[src/rtl/riscv_pkg.sv]
// Shared definitions for the multicycle RV32 datapath.
// Holds opcode/funct3/funct7 constants, the 4-bit ALU control codes
// ({alt-bit, funct3}), the FSM state encoding and the decoded
// instruction class.
// Configuration macro BRANCH_FULL_EN is consumed by multicycle_datapath.
package riscv_pkg;

    // Major opcodes
    localparam logic [6:0] OPC_OP     = 7'b0110011;
    localparam logic [6:0] OPC_OP_IMM = 7'b0010011;
    localparam logic [6:0] OPC_LOAD   = 7'b0000011;
    localparam logic [6:0] OPC_STORE  = 7'b0100011;
    localparam logic [6:0] OPC_BRANCH = 7'b1100011;

    // funct3 values
    localparam logic [2:0] F3_ADD_SUB = 3'b000;
    localparam logic [2:0] F3_SLL     = 3'b001;
    localparam logic [2:0] F3_SLT     = 3'b010;
    localparam logic [2:0] F3_SLTU    = 3'b011;
    localparam logic [2:0] F3_XOR     = 3'b100;
    localparam logic [2:0] F3_SR      = 3'b101;
    localparam logic [2:0] F3_OR      = 3'b110;
    localparam logic [2:0] F3_AND     = 3'b111;
    localparam logic [2:0] F3_LW      = 3'b010;
    localparam logic [2:0] F3_SW      = 3'b010;
    localparam logic [2:0] F3_BEQ     = 3'b000;
    localparam logic [2:0] F3_BNE     = 3'b001;
    localparam logic [2:0] F3_BLT     = 3'b100;
    localparam logic [2:0] F3_BGE     = 3'b101;
    localparam logic [2:0] F3_BLTU    = 3'b110;
    localparam logic [2:0] F3_BGEU    = 3'b111;

    // funct7 values
    localparam logic [6:0] F7_BASE = 7'b0000000;
    localparam logic [6:0] F7_ALT  = 7'b0100000;

    // ALU control: MSB selects the alternate (sub / arithmetic shift) form,
    // low bits mirror funct3 so OP/OP_IMM map directly.
    localparam logic [3:0] ALU_ADD  = 4'b0000;
    localparam logic [3:0] ALU_SLL  = 4'b0001;
    localparam logic [3:0] ALU_SLT  = 4'b0010;
    localparam logic [3:0] ALU_SLTU = 4'b0011;
    localparam logic [3:0] ALU_XOR  = 4'b0100;
    localparam logic [3:0] ALU_SRL  = 4'b0101;
    localparam logic [3:0] ALU_OR   = 4'b0110;
    localparam logic [3:0] ALU_AND  = 4'b0111;
    localparam logic [3:0] ALU_SUB  = 4'b1000;
    localparam logic [3:0] ALU_SRA  = 4'b1101;

    typedef enum logic [2:0] {
        ST_IF, ST_ID, ST_EX, ST_MEM, ST_WB, ST_TRAP
    } state_t;

    typedef enum logic [2:0] {
        K_OP, K_OP_IMM, K_LOAD, K_STORE, K_BRANCH, K_ILLEGAL
    } kind_t;

endpackage

[src/rtl/alu.sv]
// 32-bit integer ALU.
// Ports:
//   ctrl   - 4-bit ALU control code (riscv_pkg ALU_*)
//   a, b   - operands
//   result - operation result
//   zero   - result == 0 (used for beq/bne)
module alu
    import riscv_pkg::*;
(
    input  logic [3:0]  ctrl,
    input  logic [31:0] a,
    input  logic [31:0] b,
    output logic [31:0] result,
    output logic        zero
);

    always_comb begin
        result = '0;
        case (ctrl)
            ALU_ADD:  result = a + b;
            ALU_SUB:  result = a - b;
            ALU_SLL:  result = a << b[4:0];
            ALU_SLT:  result = {31'b0, $signed(a) < $signed(b)};
            ALU_SLTU: result = {31'b0, a < b};
            ALU_XOR:  result = a ^ b;
            ALU_SRL:  result = a >> b[4:0];
            ALU_SRA:  result = $unsigned($signed(a) >>> b[4:0]);
            ALU_OR:   result = a | b;
            ALU_AND:  result = a & b;
            default:  result = '0;
        endcase
    end

    assign zero = (result == '0);

endmodule

[src/rtl/regfile_param.sv]
// Parameterised integer register file (16 for RV32E, 32 for RV32I).
// Ports:
//   clk            - clock
//   rst            - synchronous active-low clear of every register
//   raddr1/rdata1  - asynchronous read port 1
//   raddr2/rdata2  - asynchronous read port 2
//   we/waddr/wdata - synchronous write port; writes to x0 are dropped
module regfile_param #(
    parameter int NUM_REGS = 32,
    localparam int AW = $clog2(NUM_REGS)
) (
    input  logic          clk,
    input  logic          rst,
    input  logic [AW-1:0] raddr1,
    output logic [31:0]   rdata1,
    input  logic [AW-1:0] raddr2,
    output logic [31:0]   rdata2,
    input  logic          we,
    input  logic [AW-1:0] waddr,
    input  logic [31:0]   wdata
);

    logic [31:0] regs [NUM_REGS];

    // x0 stays zero because it is cleared on reset and never written.
    always_ff @(posedge clk) begin
        if (!rst) begin
            for (int i = 0; i < NUM_REGS; i++) begin
                regs[i] <= '0;
            end
        end else if (we && (waddr != '0)) begin
            regs[waddr] <= wdata;
        end
    end

    assign rdata1 = regs[raddr1];
    assign rdata2 = regs[raddr2];

endmodule

[src/rtl/multicycle_datapath.sv]
// Multicycle RV32 integer datapath: IF -> ID -> EX -> [MEM] -> [WB].
// Supports OP, OP_IMM, lw, sw and conditional branches.
// Configuration: define BRANCH_FULL_EN to support bne/blt/bge/bltu/bgeu;
// without it only beq is accepted and other branch funct3 values trap.
// Ports:
//   clk, rst         - clock, synchronous active-low reset
//   iReq/iAck/instr  - instruction fetch handshake (instr valid with iAck)
//   PC               - program counter / fetch address
//   dReq/dWe/dAck    - data memory handshake (dReadData valid with dAck)
//   dAddress, dWriteData, dReadData - data memory bus
//   retire           - one-cycle pulse after each completed instruction
//   illegal          - sticky trap flag
module multicycle_datapath
    import riscv_pkg::*;
#(
    parameter logic [31:0] INITIAL_PC = 32'h00400000,
    parameter int          NUM_REGS   = 32
) (
    input  logic        clk,
    input  logic        rst,
    output logic        iReq,
    input  logic        iAck,
    input  logic [31:0] instr,
    output logic [31:0] PC,
    output logic        dReq,
    output logic        dWe,
    input  logic        dAck,
    output logic [31:0] dAddress,
    output logic [31:0] dWriteData,
    input  logic [31:0] dReadData,
    output logic        retire,
    output logic        illegal
);

    localparam int AW = $clog2(NUM_REGS);
    localparam logic [5:0] NREGS6 = 6'(NUM_REGS);

    state_t      state;
    logic [31:0] ir, a_reg, b_reg, alu_out, mdr;

    // Instruction fields
    logic [6:0] opcode, f7;
    logic [2:0] f3;
    logic [4:0] rd, rs1, rs2;
    assign opcode = ir[6:0];
    assign rd     = ir[11:7];
    assign f3     = ir[14:12];
    assign rs1    = ir[19:15];
    assign rs2    = ir[24:20];
    assign f7     = ir[31:25];

    logic [31:0] imm_i, imm_s, imm_b, shamt;
    assign imm_i = {{20{ir[31]}}, ir[31:20]};
    assign imm_s = {{20{ir[31]}}, ir[31:25], ir[11:7]};
    assign imm_b = {{19{ir[31]}}, ir[31], ir[7], ir[30:25], ir[11:8], 1'b0};
    assign shamt = {27'b0, ir[24:20]};

    kind_t       kind;
    logic [3:0]  alu_ctrl;
    logic        use_imm, uses_rd, uses_rs2, reg_bad;
    logic [31:0] imm;

    always_comb begin
        kind     = K_ILLEGAL;
        alu_ctrl = ALU_ADD;
        use_imm  = 1'b0;
        imm      = imm_i;
        uses_rd  = 1'b0;
        uses_rs2 = 1'b0;
        case (opcode)
            OPC_OP: begin
                uses_rd  = 1'b1;
                uses_rs2 = 1'b1;
                alu_ctrl = {ir[30], f3};
                if (f7 == F7_BASE || (f7 == F7_ALT && (f3 == F3_ADD_SUB || f3 == F3_SR)))
                    kind = K_OP;
            end
            OPC_OP_IMM: begin
                uses_rd = 1'b1;
                use_imm = 1'b1;
                if (f3 == F3_SLL || f3 == F3_SR) begin
                    // Shift amounts are zero-extended; ir[30] picks srai.
                    imm      = shamt;
                    alu_ctrl = {ir[30], f3};
                    if (f7 == F7_BASE || (f7 == F7_ALT && f3 == F3_SR))
                        kind = K_OP_IMM;
                end else begin
                    alu_ctrl = {1'b0, f3};
                    kind     = K_OP_IMM;
                end
            end
            OPC_LOAD: begin
                uses_rd = 1'b1;
                use_imm = 1'b1;
                if (f3 == F3_LW) kind = K_LOAD;
            end
            OPC_STORE: begin
                uses_rs2 = 1'b1;
                use_imm  = 1'b1;
                imm      = imm_s;
                if (f3 == F3_SW) kind = K_STORE;
            end
            OPC_BRANCH: begin
                uses_rs2 = 1'b1;
                imm      = imm_b;
                // Equality via SUB/zero, ordering via SLT/SLTU bit 0.
                alu_ctrl = f3[2] ? (f3[1] ? ALU_SLTU : ALU_SLT) : ALU_SUB;
`ifdef BRANCH_FULL_EN
                if (f3 == F3_BEQ || f3 == F3_BNE || f3 == F3_BLT ||
                    f3 == F3_BGE || f3 == F3_BLTU || f3 == F3_BGEU)
                    kind = K_BRANCH;
`else
                if (f3 == F3_BEQ) kind = K_BRANCH;
`endif
            end
            default: kind = K_ILLEGAL;
        endcase
    end

    assign reg_bad = (uses_rd && ({1'b0, rd} >= NREGS6)) ||
                     ({1'b0, rs1} >= NREGS6) ||
                     (uses_rs2 && ({1'b0, rs2} >= NREGS6));

    logic [31:0] rdata1, rdata2, wdata, alu_b, alu_result;
    logic        alu_zero, taken, we;

    assign we    = (state == ST_WB);
    assign wdata = (kind == K_LOAD) ? mdr : alu_out;

    regfile_param #(.NUM_REGS(NUM_REGS)) u_regfile (
        .clk    (clk),
        .rst    (rst),
        .raddr1 (rs1[AW-1:0]),
        .rdata1 (rdata1),
        .raddr2 (rs2[AW-1:0]),
        .rdata2 (rdata2),
        .we     (we),
        .waddr  (rd[AW-1:0]),
        .wdata  (wdata)
    );

    assign alu_b = use_imm ? imm : b_reg;

    alu u_alu (
        .ctrl   (alu_ctrl),
        .a      (a_reg),
        .b      (alu_b),
        .result (alu_result),
        .zero   (alu_zero)
    );

`ifdef BRANCH_FULL_EN
    // funct3[0] inverts the sense: bne/bge/bgeu are negations.
    assign taken = f3[0] ^ (f3[2] ? alu_result[0] : alu_zero);
`else
    assign taken = alu_zero;
`endif

    logic [31:0] pc_plus4, branch_target;
    assign pc_plus4      = PC + 32'd4;
    assign branch_target = PC + imm;

    assign dAddress   = alu_out;
    assign dWriteData = b_reg;

    always_ff @(posedge clk) begin
        if (!rst) begin
            state   <= ST_IF;
            PC      <= INITIAL_PC;
            iReq    <= 1'b0;
            dReq    <= 1'b0;
            dWe     <= 1'b0;
            retire  <= 1'b0;
            illegal <= 1'b0;
            ir      <= '0;
            a_reg   <= '0;
            b_reg   <= '0;
            alu_out <= '0;
            mdr     <= '0;
        end else begin
            retire <= 1'b0;
            case (state)
                ST_IF: begin
                    // Right after reset iReq is low; raise it first so a
                    // stale acknowledge is never taken.
                    if (!iReq) begin
                        iReq <= 1'b1;
                    end else if (iAck) begin
                        ir    <= instr;
                        iReq  <= 1'b0;
                        state <= ST_ID;
                    end
                end
                ST_ID: begin
                    a_reg <= rdata1;
                    b_reg <= rdata2;
                    if (kind == K_ILLEGAL || reg_bad) begin
                        illegal <= 1'b1;
                        state   <= ST_TRAP;
                    end else begin
                        state <= ST_EX;
                    end
                end
                ST_EX: begin
                    alu_out <= alu_result;
                    case (kind)
                        K_BRANCH: begin
                            PC     <= taken ? branch_target : pc_plus4;
                            retire <= 1'b1;
                            iReq   <= 1'b1;
                            state  <= ST_IF;
                        end
                        K_LOAD, K_STORE: begin
                            dReq  <= 1'b1;
                            dWe   <= (kind == K_STORE);
                            state <= ST_MEM;
                        end
                        default: state <= ST_WB;
                    endcase
                end
                ST_MEM: begin
                    if (dReq && dAck) begin
                        dReq <= 1'b0;
                        dWe  <= 1'b0;
                        if (dWe) begin
                            PC     <= pc_plus4;
                            retire <= 1'b1;
                            iReq   <= 1'b1;
                            state  <= ST_IF;
                        end else begin
                            mdr   <= dReadData;
                            state <= ST_WB;
                        end
                    end
                end
                ST_WB: begin
                    PC     <= pc_plus4;
                    retire <= 1'b1;
                    iReq   <= 1'b1;
                    state  <= ST_IF;
                end
                ST_TRAP: begin
                    iReq    <= 1'b0;
                    dReq    <= 1'b0;
                    illegal <= 1'b1;
                end
                default: begin
                    illegal <= 1'b1;
                    state   <= ST_TRAP;
                end
            endcase
        end
    end

endmodule
[config.mk]
export PLATFORM = sky130hd
export DESIGN_NAME = multicycle_datapath
export DESIGN_NICKNAME = d
export VERILOG_FILES = /design/src/rtl/riscv_pkg.sv /design/src/rtl/alu.sv /design/src/rtl/regfile_param.sv /design/src/rtl/multicycle_datapath.sv
export SDC_FILE = /design/constraint.sdc
export NUM_CORES = 2
export LEC_CHECK = 0
export BUFFER_PORTS_ARGS = -buffer_cell sky130_fd_sc_hd__buf_2
export CORE_UTILIZATION = 25
export CTS_CLUSTER_SIZE = 40
export DETAILED_ROUTE_END_ITERATION = 8
export PLACE_DENSITY = 0.43
export SYNTH_ARGS = -nofsm -noshare
export SYNTH_HDL_FRONTEND = slang
export SYNTH_SLANG_ARGS = --single-unit
[constraint.sdc]
create_clock -name clk -period 6.1 [get_ports clk]
set_input_delay 0.305 -clock clk [delete_from_list [all_inputs] [get_ports clk]]
set_output_delay 0.305 -clock clk [all_outputs]
set_load 0.02 [all_outputs]
==> qor.yml <==
worst-r2r-cell-count: 27
yosys.cell_count.top_type: "sky130_fd_sc_hd__nor2_1"
synth_xor_area_share_pct: 0.516
placement.cell_area_um2: 79700
netlist_area_um2: 71300
cp_data_arrival_time_ns: 6.67
use_met3_pct: 3.48
maxClockFrequency_ghz: 0.169
post_synth_and_or_nand_nor_area_fraction_pct: 12.8
path_clk_slew_ns: 0.06
min_period_ns: 5.93
clk_latency_ns: 0.83
max-vdd-ir-drop_mv: 0.320
ant_nets: 0
synth_top_area_cell: "sky130_fd_sc_hd__edfxtp_1"
groute.layer.met1.usage_pct: 29.0
via_count_of_the_first_global_routing_pass: 55300
tritoncts: "built"
p_leak_uw: 0.0282
class_of_the_worst_hold_path: "in -> reg"
final_critical_path_setup_slack_ns: 0.172
maxSlewViolCount: 0
post-route-util_pct: 30.2
final_cell_area_um2: 85500
final-setup-viol-count: 0
yosys_warnings: 0
critical_path.endpoint_type: "flop"
ys_top_cells_by_count: "sky130_fd_sc_hd__nor2_1, sky130_fd_sc_hd__edfxtp_1, sky130_fd_sc_hd__mux4_2, sky130_fd_sc_hd__nand2_1, sky130_fd_sc_hd__clkbuf_1"
final-hold-violation-count: 0
drt_first_iter_violations: 6823
die_w_um: 536
grt_first_pass_wirelength_um: 437000
r2r_end: "PC[2]"
floorplan.rows: 195
worstSetupStartpoint: "ir[4]"
dieArea_um2: 287000
flip_flop_count_of_the_largest_register_after_layout: 1024
cts_htree_levels: 4
placement.setup.worst_slack_ns: -0.434
worst-endpoint-required_ns: 6.84
synth-seq-cells: 1224
worst_setup_path_category: "reg -> reg"
maxCapViolations: 0
crit_end: "PC[2]"
crit_path_frequent_cell: "sky130_fd_sc_hd__buf_4"
synth_top_family_by_area: "multiplexers"
final_net_count: 6635
floorplan.io_pins: 169
drc: 0
fin_crit_sh_pct: 97.2
synthDistinctLibCells: 109
maximum_count_of_clock_buffers_along_a_single_path: 3
grt-busiest-layer: "met2"
areaGrowthSynthToFinish_pct: 19.9
synth_sequential_area_ratio_pct: 48.7
outcome: "complete, no violations"
final_routed_wirelength_across_all_metal_layers_um: 315000
gp_routability_congestion: 0.979
cpMaxStageDelayCell: "sky130_fd_sc_hd__ha_2"
synthTopCellsByArea: "sky130_fd_sc_hd__edfxtp_1, sky130_fd_sc_hd__mux4_2, sky130_fd_sc_hd__nor2_1"
synthFlopType: "sky130_fd_sc_hd__edfxtp_1"
power-per-cell-area_nw_per_um2: 400
largest-register: "u_regfile.regs"
max_slew_margin_pct: 20.3
fp.coreArea_um2: 283000
rrSetupSlack_ns: 0.17
hold_ws_ns: 0.271
tritoncts_num_sinks: 1224
max_slew.worst_pin.slew_ns: 1.17
number_of_buffers_created_by_cts: 148
compound_gate_portion_of_the_synthesized_area_pct: 8.96
gr-usage-all-layers_pct: 21.5
timing.rr.start: "ir[4]"
crit_path_max_fanout: 9
vias: 55900
place.port_buffers: 168
initial_antenna_violation_count: 10
place_hpwl_um: 208000
drive_above_1_share_pct: 26.9
fp.dieH_um: 536
synth_cells: 6062
finalClockSkew_ns: 0.0277
maximum_number_of_pins_on_one_net_before_global_route_repair: 129
initial_core_utilization_pct: 25.2
synth.mux.area_fraction_pct: 23.1
route.detailed.wl_per_inst_um: 30.5
synth_edf_count: 1024
synthesis.area_per_instance_um2: 11.8
clock-root-buffer: "sky130_fd_sc_hd__clkbuf_16"
synth.top_cell.area_share_pct: 43.1
proportion_of_synthesized_flip_flops_having_asynchronous_set_or_reset_pct: 0
critical-path-max-stage-delay_ns: 0.40
detailedRoute.firstPassIterationCount: 8
vias_per_cell: 5.42
grt-ovfl-total: 0
synth_adder_area_share_pct: 2.18
met2_usage_pct: 35.0
type_of_origin_of_the_critical_path: "flop"
worst min-delay path by stage:
stage	startpoint	to	slack, ns	cells past startpoint
2_1_floorplan	mdr[0]	mdr[0]	0.44	2
5_1_grt	dReadData[24]	mdr[24]	0.27	4
6_report	instr[19]	ir[19]	0.27	4
3_3_place_gp	ir[3]	ir[3]	0.46	2
4_1_cts	dReadData[28]	mdr[28]	0.21	4
3_5_place_dp	ir[3]	ir[3]	0.46	2
kinds of logic after synthesis:
group,count (synthesis)
buffers and inverters,692
adders and majority gates,124
and+or+nand+nor,2187
muxes,841
AOI/OAI and AO/OA,951
xor gates and xnor gates,42
DFF,1224
other,1
per-stage QoR:
stage	total power (uW)	std cells	setup TNS [ns]
after CTS	33800	10300	0
after global routing	35400	10300	-0.0184
after global placement	24900	9965	-9.64
final	34200	10300	0
after floorplan	17800	6093	0
after detailed placement	24800	9965	-10.69
timing repair:
item / in CTS / in global routing
setup buffers: 0 / 6
pin swaps: 4 / 16
hold buffers: 66 / 0
gates resized for setup: 21 / 65
endpoints found under the setup margin: 32 / 32
endpoints found under the hold margin: 66 / 0
report_power, final:
group / internal [uW] / leakage (uW) / total, uW / switching [uW]
clock network: 4950 / 0.00231 / 8840 / 3890
registers: 9530 / 0.0122 / 10200 / 628
logic: 5920 / 0.0137 / 15200 / 9290
area by class of cell:
class / instances / area (um2)
Clock buffer: 184 / 3870
Multi-Input combinational cell: 4177 / 35000
Timing Repair Buffer: 770 / 5830
Tap cell: 3743 / 4680
Fill cell: 28900 / 198000
Antenna cell: 2 / 5.00
Clock inverter: 90 / 885
Sequential cell: 1224 / 34800
Inverter: 123 / 469
placed cells by master (no fill, tap or decap), types with 66 or more instances in the layout:
cell type                       netlist  layout
sky130_fd_sc_hd__o21ai_0            169     156
sky130_fd_sc_hd__nand2_1            463     402
sky130_fd_sc_hd__buf_2               34     168
sky130_fd_sc_hd__dfxtp_1            200     190
sky130_fd_sc_hd__mux2i_1            185     153
sky130_fd_sc_hd__edfxtp_1          1024    1024
sky130_fd_sc_hd__buf_4                6     507
sky130_fd_sc_hd__nor3_1             105     100
sky130_fd_sc_hd__nand3_1             75      74
sky130_fd_sc_hd__mux4_2             640     640
sky130_fd_sc_hd__ha_1               122     113
sky130_fd_sc_hd__a21oi_1            220     212
sky130_fd_sc_hd__dlygate4sd3_1        0      66
sky130_fd_sc_hd__clkbuf_16            0     148
sky130_fd_sc_hd__inv_1              118     117
sky130_fd_sc_hd__nor2_1            1329    1323
sky130_fd_sc_hd__a211oi_1           119     115
worst max-delay path: cells and delay by family, from the launching register on:
kind            cells  cell delay (ns)
fa+ha+maj           1             0.40
simple gates        8             1.58
flops               1             0.32
buf+inv             7             1.10
compound gates     11             2.43
per-layer routing:
| layer | part of all wire (%) | vias up | routed length (um) |
|---|---|---|---|
| li1 | - | 23700 | - |
| met1 | 43 | 29300 | 135000 |
| met2 | 47 | 2472 | 147000 |
| met3 | 7.1 | 441 | 22300 |
| met4 | 3.3 | 6 | 10500 |
| met5 | 0.013 | - | 41 |
(Power assumes the default switching activity.)
